### src/rtl/gt_sweep_gen.sv
// Operand pair generator: a inner loop, b outer, each pair held SETTLE cycles.
module gt_sweep_gen #(
  parameter int N      = 2,
  parameter int SETTLE = 1
) (
  input  logic         clk,
  input  logic         rst_n,
  input  logic         clear,
  input  logic         en,
  input  logic         hold,
  output logic [N-1:0] a,
  output logic [N-1:0] b,
  output logic         sample,
  output logic         last
);

  localparam int CW = (SETTLE > 1) ? $clog2(SETTLE) : 1;

  logic [CW-1:0] cnt_q, cnt_d;
  logic [N-1:0]  a_q, a_d;
  logic [N-1:0]  b_q, b_d;

  assign a      = a_q;
  assign b      = b_q;
  assign sample = en && (cnt_q == CW'(SETTLE - 1));
  assign last   = sample && (&a_q) && (&b_q);

  always_comb begin
    cnt_d = cnt_q;
    a_d   = a_q;
    b_d   = b_q;
    if (clear) begin
      cnt_d = '0;
      a_d   = '0;
      b_d   = '0;
    end else if (sample) begin
      cnt_d = '0;
      // the final or a stopping pair stays on the bus
      if (!last && !hold) begin
        a_d = a_q + N'(1);
        if (&a_q) b_d = b_q + N'(1);
      end
    end else if (en) begin
      cnt_d = cnt_q + CW'(1);
    end
  end

  always_ff @(posedge clk or negedge rst_n) begin
    if (!rst_n) begin
      cnt_q <= '0;
      a_q   <= '0;
      b_q   <= '0;
    end else begin
      cnt_q <= cnt_d;
      a_q   <= a_d;
      b_q   <= b_d;
    end
  end

endmodule

### config.mk
export PLATFORM = sky130hd
export DESIGN_NAME = gt_sweep_gen
export DESIGN_NICKNAME = d
export VERILOG_FILES = /design/src/rtl/gt_sweep_gen.sv
export SDC_FILE = /design/constraint.sdc
export NUM_CORES = 1
export LEC_CHECK = 0
export ABC_AREA = 1
export CAP_MARGIN = 0
export CORE_AREA = 10 10 47 49
export DETAILED_ROUTE_END_ITERATION = 16
export DIE_AREA = 0 0 57 59
export PLACE_DENSITY = 0.51
export SETUP_SLACK_MARGIN = 0.1
export SYNTH_ARGS = -nofsm -noshare
export SYNTH_HDL_FRONTEND = slang
export SYNTH_SLANG_ARGS = --single-unit
### constraint.sdc
create_clock -name clk -period 2.8 [get_ports clk]
set_input_delay 0.42 -clock clk [delete_from_list [all_inputs] [get_ports clk]]
set_output_delay 0.42 -clock clk [all_outputs]
set_load 0.03 [all_outputs]
==> metrics.txt <==
# TYPE chip_impl_metric gauge
chip_impl_info{name="run_status",value="complete, no violations"} 1
chip_impl_metric{name="design_power_total",unit="W"} 0.0001952
chip_impl_metric{name="final_util",unit="%"} 33.21
chip_impl_info{name="rsz0062_at_grt",value="false"} 1
chip_impl_info{name="critPathCaptureType",value="output pin"} 1
chip_impl_metric{name="critical_path_arrival",unit="ns"} 1.85
chip_impl_metric{name="max-clock-path-buffers",unit=""} 2
chip_impl_metric{name="worstMarginPinSlew",unit="ns"} 0.3154
chip_impl_metric{name="synth_cells",unit=""} 37
chip_impl_metric{name="detail_route.wl_per_cell",unit="um"} 9.925
chip_impl_metric{name="setup_buffers_after_cts",unit=""} 0
chip_impl_metric{name="ff2ff_setup_slack",unit="ns"} 1.60
chip_impl_metric{name="top_level_ports",unit=""} 11
chip_impl_metric{name="routed_wirelength",unit="um"} 665
chip_impl_info{name="worstPathCellList",value="clkdlybuf4s50_1, nand4_1, inv_1, clkdlybuf4s50_1"} 1
chip_impl_metric{name="die_w",unit="um"} 57
chip_impl_metric{name="report.final.setup_viol",unit=""} 0
chip_impl_metric{name="insertion_delay",unit="ns"} 0.24
chip_impl_metric{name="initial_core_util",unit="%"} 22.77
chip_impl_metric{name="fp.dieH",unit="um"} 59
chip_impl_metric{name="p_per_area",unit="nW/um^2"} 419.3
chip_impl_metric{name="firstDrtPassIters",unit=""} 1
chip_impl_metric{name="yosysTopAreaCellShare",unit="%"} 39.22
chip_impl_info{name="yosys.area.top_type",value="sky130_fd_sc_hd__dfrtp_1"} 1
chip_impl_info{name="regToRegStartpoint",value="a[0]$_DFFE_PN0P_"} 1
chip_impl_metric{name="clock_sinks",unit=""} 5
chip_impl_metric{name="fin_setup_tns",unit="ns"} 0
chip_impl_info{name="critical_path.endpoint",value="last"} 1
chip_impl_metric{name="worst-path-stages",unit=""} 4
chip_impl_metric{name="synth_simple_gate_area_share",unit="%"} 38.43
chip_impl_metric{name="final-instance-count-excl-fill",unit=""} 67
chip_impl_info{name="largest_family_of_logic_cells_by_synthesized_area",value="simple AND/OR/NAND/NOR gates"} 1
chip_impl_metric{name="path_clk_slew",unit="ns"} 0.05
chip_impl_metric{name="wire_length_of_the_first_global_routing_pass",unit="um"} 1166
chip_impl_metric{name="gr-usage-all-layers",unit="%"} 4.681
chip_impl_metric{name="synthMuxAreaShare",unit="%"} 0
chip_impl_info{name="worst_hold_path_type",value="in2async"} 1
chip_impl_metric{name="cts_hold_buf",unit=""} 0
chip_impl_metric{name="detail-route-antenna-nets",unit=""} 0
chip_impl_metric{name="num_antenna_cells",unit=""} 0
chip_impl_info{name="cpMaxStageDelayCell",value="sky130_fd_sc_hd__clkdlybuf4s50_1"} 1
chip_impl_metric{name="final.period_utilization",unit="%"} 81.18
chip_impl_metric{name="total_leakage_power",unit="nW"} 0.2522
chip_impl_metric{name="slew_viol_final",unit=""} 0
chip_impl_metric{name="crit_path_max_fanout",unit=""} 3
chip_impl_metric{name="synth_compound_area_share",unit="%"} 1.569
chip_impl_metric{name="report.final.hold_viol_count",unit=""} 0
chip_impl_metric{name="layout_min_cycle_time",unit="ns"} 2.273
chip_impl_info{name="critical_path.reg2reg.endpoint",value="a[1]$_DFFE_PN0P_"} 1
chip_impl_metric{name="cts.htree.levels",unit=""} 1
chip_impl_info{name="cts-root-buf",value="sky130_fd_sc_hd__clkbuf_4"} 1
chip_impl_metric{name="cts-buffers-inserted",unit=""} 3
chip_impl_metric{name="maxSlewHeadroom",unit="%"} 78.91
chip_impl_metric{name="core_area",unit="um^2"} 1401
chip_impl_metric{name="post_route_clock_skew",unit="ns"} 0.0006055
chip_impl_metric{name="critical_path_required",unit="ns"} 2.38
chip_impl_info{name="yosys-top-cells-area",value="sky130_fd_sc_hd__dfrtp_1, sky130_fd_sc_hd__inv_1, sky130_fd_sc_hd__ha_1"} 1
chip_impl_info{name="crit_path_frequent_cell",value="sky130_fd_sc_hd__clkdlybuf4s50_1"} 1
chip_impl_metric{name="max-cap-violations",unit=""} 0
chip_impl_metric{name="synthDistinctLibCells",unit=""} 14
chip_impl_metric{name="synthXorXnorAreaFrac",unit="%"} 0
chip_impl_metric{name="timing.fmax",unit="GHz"} 0.4399
chip_impl_metric{name="hpwl",unit="um"} 567.5
chip_impl_metric{name="first_global_vias",unit=""} 292
chip_impl_metric{name="slowest_delay",unit="ns"} 0.67
chip_impl_metric{name="depth_of_the_most_critical_reg_to_reg_path",unit=""} 6
chip_impl_info{name="timing_worst_setup_path_type",value="in2out"} 1
chip_impl_metric{name="crit_path_buffers_inverters",unit=""} 3
chip_impl_metric{name="vias",unit=""} 270
chip_impl_metric{name="synth_adder_area_share",unit="%"} 7.843
chip_impl_metric{name="synthesis.area",unit="um^2"} 319.1
chip_impl_metric{name="fraction_of_layout_instances_using_a_drive_strength_above_1",unit="%"} 15.69
chip_impl_metric{name="ys_seq_area_share",unit="%"} 39.22
chip_impl_metric{name="synthesis.area_per_instance",unit="um^2"} 8.623
chip_impl_metric{name="placedCellCount",unit=""} 63
chip_impl_info{name="crit_family",value="buffers and inverters"} 1
chip_impl_metric{name="area_overhead_vs_synth",unit="%"} 45.88
chip_impl_metric{name="die_ar",unit="um^2"} 3363
chip_impl_info{name="startpoint",value="en"} 1
chip_impl_metric{name="peakVddDrop",unit="V"} 0.0001795
chip_impl_metric{name="yosys_register_bits",unit=""} 5
chip_impl_metric{name="yosysWarnings",unit=""} 0
chip_impl_metric{name="grt_antenna_before_repair",unit=""} 0
chip_impl_metric{name="drc",unit=""} 0
chip_impl_metric{name="cts-resized-gates",unit=""} 0
chip_impl_info{name="start_kind",value="primary input"} 1
chip_impl_metric{name="drt-vias-per-instance",unit=""} 4.030
chip_impl_metric{name="design.final.nets",unit=""} 59
chip_impl_metric{name="mappedNetlistNets",unit=""} 44
chip_impl_info{name="cts_tree",value="done"} 1
chip_impl_metric{name="grt_max_degree",unit=""} 6
chip_impl_metric{name="gpl.final_weighted_congestion",unit=""} 0.6336
chip_impl_metric{name="global_route.overflow_total",unit=""} 0
chip_impl_metric{name="port-buffer-count",unit=""} 10
chip_impl_metric{name="rows",unit=""} 14
chip_impl_metric{name="detail_route.iter0.violations",unit=""} 0
[how the worst min path moves through the flow]
| stage | startpoint | to | slack [ns] | depth (start not counted) |
|---|---|---|---|---|
| 6_report | rst_n | b[1]$_DFFE_PN0P_ | 0.40 | 1 |
| 5_1_grt | rst_n | b[1]$_DFFE_PN0P_ | 0.41 | 1 |
| 4_1_cts | rst_n | b[1]$_DFFE_PN0P_ | 0.41 | 1 |
| 3_5_place_dp | b[1]$_DFFE_PN0P_ | b[1]$_DFFE_PN0P_ | 0.54 | 2 |
| 3_3_place_gp | b[1]$_DFFE_PN0P_ | b[1]$_DFFE_PN0P_ | 0.54 | 2 |
| 2_1_floorplan | rst_n | a[0]$_DFFE_PN0P_ | 0.12 | 0 |
[power by group]
part / switching, W / leakage [nW] / internal (W)
logic: 0.0000181 / 0.169 / 0.0000142
clock network: 0.0000322 / 0.0150 / 0.0000540
registers: 0.00000196 / 0.0684 / 0.0000746
total: 0.0000523 / 0.252 / 0.000143
[cell type report]
| type | instances | area [um^2] |
|---|---|---|
| Sequential cell | 5 | 125.1 |
| Inverter | 11 | 41.29 |
| Tap cell | 16 | 20.02 |
| Fill cell | 155 | 935.9 |
| Clock buffer | 4 | 26.28 |
| Multi-Input combinational cell | 21 | 152.6 |
| Timing Repair Buffer | 10 | 100.1 |
[metal layers]
| metal | vias up | share of wire (%) | track usage, % |
|---|---|---|---|
| li1 | 142 | - | - |
| met1 | 112 | 42 | 4.551 |
| met2 | 11 | 42 | 6.357 |
| met3 | 5 | 11 | 2.361 |
| met4 | 0 | 5.0 | 6.040 |
| met5 | - | 0 | 0 |
[per-stage QoR]
stage | worst slack (ns) | instance area [um^2] | hold WS (ns)
5_1_grt | 0.4508 | 465.4 | 0.4073
3_5_place_dp | 0.5191 | 439.2 | 0.5363
2_1_floorplan | 1.203 | 319.1 | 0.1244
4_1_cts | 0.5191 | 465.4 | 0.4093
3_3_place_gp | 0.5303 | 439.2 | 0.5358
6_report | 0.5269 | 465.4 | 0.4031
[placed cells by master, fill, tap and decap left out, types with 2 or more instances in the layout]
master                            synthesis  layout
sky130_fd_sc_hd__nand2_1                  6       6
sky130_fd_sc_hd__clkdlybuf4s50_1          0      10
sky130_fd_sc_hd__nand4_1                  2       2
sky130_fd_sc_hd__clkbuf_4                 0       3
sky130_fd_sc_hd__ha_1                     2       2
sky130_fd_sc_hd__inv_1                   10      10
sky130_fd_sc_hd__nor2_1                   4       4
sky130_fd_sc_hd__dfrtp_1                  5       5
[sequential cells by signal, indices dropped and copies added, names as in the netlist]
signal  cells
a           2
cnt_q       1
b           2
[synth_stat cells]
master / n
sky130_fd_sc_hd__inv_1: 10
sky130_fd_sc_hd__nand2_1: 6
sky130_fd_sc_hd__dfrtp_1: 5
sky130_fd_sc_hd__nor2_1: 4
sky130_fd_sc_hd__ha_1: 2
sky130_fd_sc_hd__nand4_1: 2
sky130_fd_sc_hd__inv_2: 1
sky130_fd_sc_hd__nand3_1: 1
sky130_fd_sc_hd__nand3_2: 1
sky130_fd_sc_hd__nand3b_4: 1
sky130_fd_sc_hd__nand4_4: 1
sky130_fd_sc_hd__nor2_4: 1
sky130_fd_sc_hd__nor3_1: 1
sky130_fd_sc_hd__o21ai_0: 1
[cells by family after synthesis]
family                   after synthesis
AO/OA/AOI/OAI                          1
adder cells (fa/ha/maj)                2
buffers and inverters                 11
flip-flops                             5
AND/OR/NAND/NOR                       18
(Power assumes the default switching activity.)
==> patch, RTL diff (same settings) <==
Put a register stage on the output `sample`, without a reset. The value now appears one clock later. The other outputs are not delayed to match.
--- a/src/rtl/gt_sweep_gen.sv
+++ b/src/rtl/gt_sweep_gen.sv
@@ -16,14 +16,16 @@
 
   localparam int CW = (SETTLE > 1) ? $clog2(SETTLE) : 1;
 
+  logic sample_d;
+
   logic [CW-1:0] cnt_q, cnt_d;
   logic [N-1:0]  a_q, a_d;
   logic [N-1:0]  b_q, b_d;
 
   assign a      = a_q;
   assign b      = b_q;
-  assign sample = en && (cnt_q == CW'(SETTLE - 1));
-  assign last   = sample && (&a_q) && (&b_q);
+  assign sample_d = en && (cnt_q == CW'(SETTLE - 1));
+  assign last   = sample_d && (&a_q) && (&b_q);
 
   always_comb begin
     cnt_d = cnt_q;
@@ -33,7 +35,7 @@
       cnt_d = '0;
       a_d   = '0;
       b_d   = '0;
-    end else if (sample) begin
+    end else if (sample_d) begin
       cnt_d = '0;
       // the final or a stopping pair stays on the bus
       if (!last && !hold) begin
@@ -57,5 +59,9 @@
     end
   end
 
+  always_ff @(posedge clk) begin
+    sample <= sample_d;
+  end
+
 endmodule
 
Check against the original RTL: not equivalent (Yosys sat finds a counterexample within 4 cycles, from zero or initial values and one cycle with rst_n low).
==> patch against the unedited design <==
  * Worst setup slack worse by 0.0051 ns
  * Cell area increased by 3.0%
  * Sequential cell count is 1 higher
  * Cell count up 7.5%
  * Total power is 23% higher
  * Area after synthesis increased by 4.3%
  * Die area is the same
  * Register-to-register slack better by 0.04 ns
  * Clock power grew 3.8%
  * Wire length is 16% higher
==> patch: results (changes against the unedited design) <==
Power
  • Leak Pwr: 0.244 nW (was 0.252 nW)
  • Maximum vdd ir drop: 0.000150 V (was 0.000179 V)

Detailed routing
  • Average wire per cell in the routed design: 10.7 µm (was 9.93 µm)
  • Initial DRC Count: 1 (was 0)
  • Drt pass-1 iters: 3 (was 1)
  • Vias per cell: 4.21 (was 4.03)
  • Via count: 303 (was 270)

Cells and area
  • Share of cells above drive strength 1: 16.1% (was 15.7%)
  • # nets final: 64 (was 59)

Worst setup path
  • Largest fanout on the critical path: 4 (was 3)
  • CP delay by family, top: buffers and inverters (unchanged)
  • Worst reg2reg path depth: 6 (unchanged)
  • Slowest cell delay on critical path: 0.66 ns
  • Arrival @ worst endpoint: roughly 1.9 ns
  • Reg2reg end: a[1] (unchanged)
  • Reg-to-reg startpoint: a[0] (unchanged)
  • R2R Setup Slk: 1.64 ns (was 1.60 ns)

Place
  • Gpl congestion: 0.656 (was 0.634)
  • DPL Wire Length: 618 µm (was 568 µm)
  • Inst Count DP: 68 (was 63)

Global routing
  • Total track usage: 5.33% (was 4.68%)
  • Wire length of the first global-routing pass: 1.31 mm (was 1.17 mm)

Clock network
  • Worst skew pair latency: around 0.25 ns
  • Clock slew at reported path FFs: 0.05 ns (about the same)
  • Clock root buffer: clkbuf_4 (unchanged)

Timing
  • Slew headroom: 79.2% (was 78.9%)
  • Final clock skew: 0.00508 ns (was 0.000606 ns)

Synth
  • Avg Cell Area, Syn: 7.92 µm² (was 8.62 µm²)
  • Top cells by count, synth: nand2_1 (10), inv_1 (8), dfrtp_1 (5), nor2_1 (5) (was inv_1 (10), nand2_1 (6), dfrtp_1 (5))
  • Post-synth ARST share: 83.3% (was 100%)
  • Top post-synthesis cells by area: dfrtp_1 (38%), nand2_1 (11%), inv_1 (9.0%) (was dfrtp_1 (39%), inv_1 (12%), ha_1 (7.8%))
  • Syn Nets: 49 (was 44)
  • Distinct cells, synth: 15 (was 14)
  • Seq/Total Area, Yosys: 43.6% (was 39.2%)

Status
  • Outcome: completed (unchanged)
[patch: worst max path at each step]
stage | startpoint | to | slack [ns] | cells past startpoint
final | en | last | 0.52 | 4
after detailed placement | en | last | 0.52 | 4
after CTS | en | last | 0.51 | 4
after floorplan | a[0] | last | 1.25 | 3
after global placement | en | last | 0.53 | 4
after global routing | en | last | 0.46 | 4
[patch: cell families (layout without fill, tap and decap cells)]
family | Yosys count | count (layout) | synth area share [%]
AND/OR/NAND/NOR | 24 | 24 | 37.2
adder cells (fa/ha/maj) | 2 | 2 | 7.52
flip-flops | 6 | 6 | 43.6
buffers and inverters | 10 | 24 | 11.7
[patch: report_power, final]
| group | internal [mW] | switching, mW |
|---|---|---|
| Clock | 0.0542 | 0.0353 |
| Combinational | 0.0226 | 0.0298 |
| Sequential | 0.0925 | 0.00523 |
[patch: metrics by stage]
| step | hold WS [ns] | utilization (%) | power (mW) | setup slack, ns | area (µm²) |
|---|---|---|---|---|---|
| global placement | 0.478 | 32.3 | 0.152 | 0.530 | 453 |
| finish | 0.395 | 34.2 | 0.240 | 0.522 | 479 |
| detailed placement | 0.503 | 32.3 | 0.152 | 0.515 | 453 |
| global route | 0.393 | 34.2 | 0.259 | 0.459 | 479 |
| CTS | 0.394 | 34.2 | 0.246 | 0.509 | 479 |
| floorplan | 0.124 | - | 0.128 | 1.25 | 333 |
[patch: area by class of cell]
type / count / area (µm²)
clock buffers: 4 / 26.3
fillers: 170 / 922
inverters: 10 / 38.8
multi-input cells: 26 / 149
flip-flops and latches: 6 / 145
well taps: 16 / 20.0
repair buffers: 10 / 100
[patch: routing by layer]
layer / share of wire (%) / vias up / GRT usage [%]
met4: 1.0 / 0 / 5.03
met5: 0 / - / 0
li1: - / 159 / -
met2: 45 / 8 / 7.13
met1: 40 / 134 / 4.90
met3: 13 / 2 / 4.51
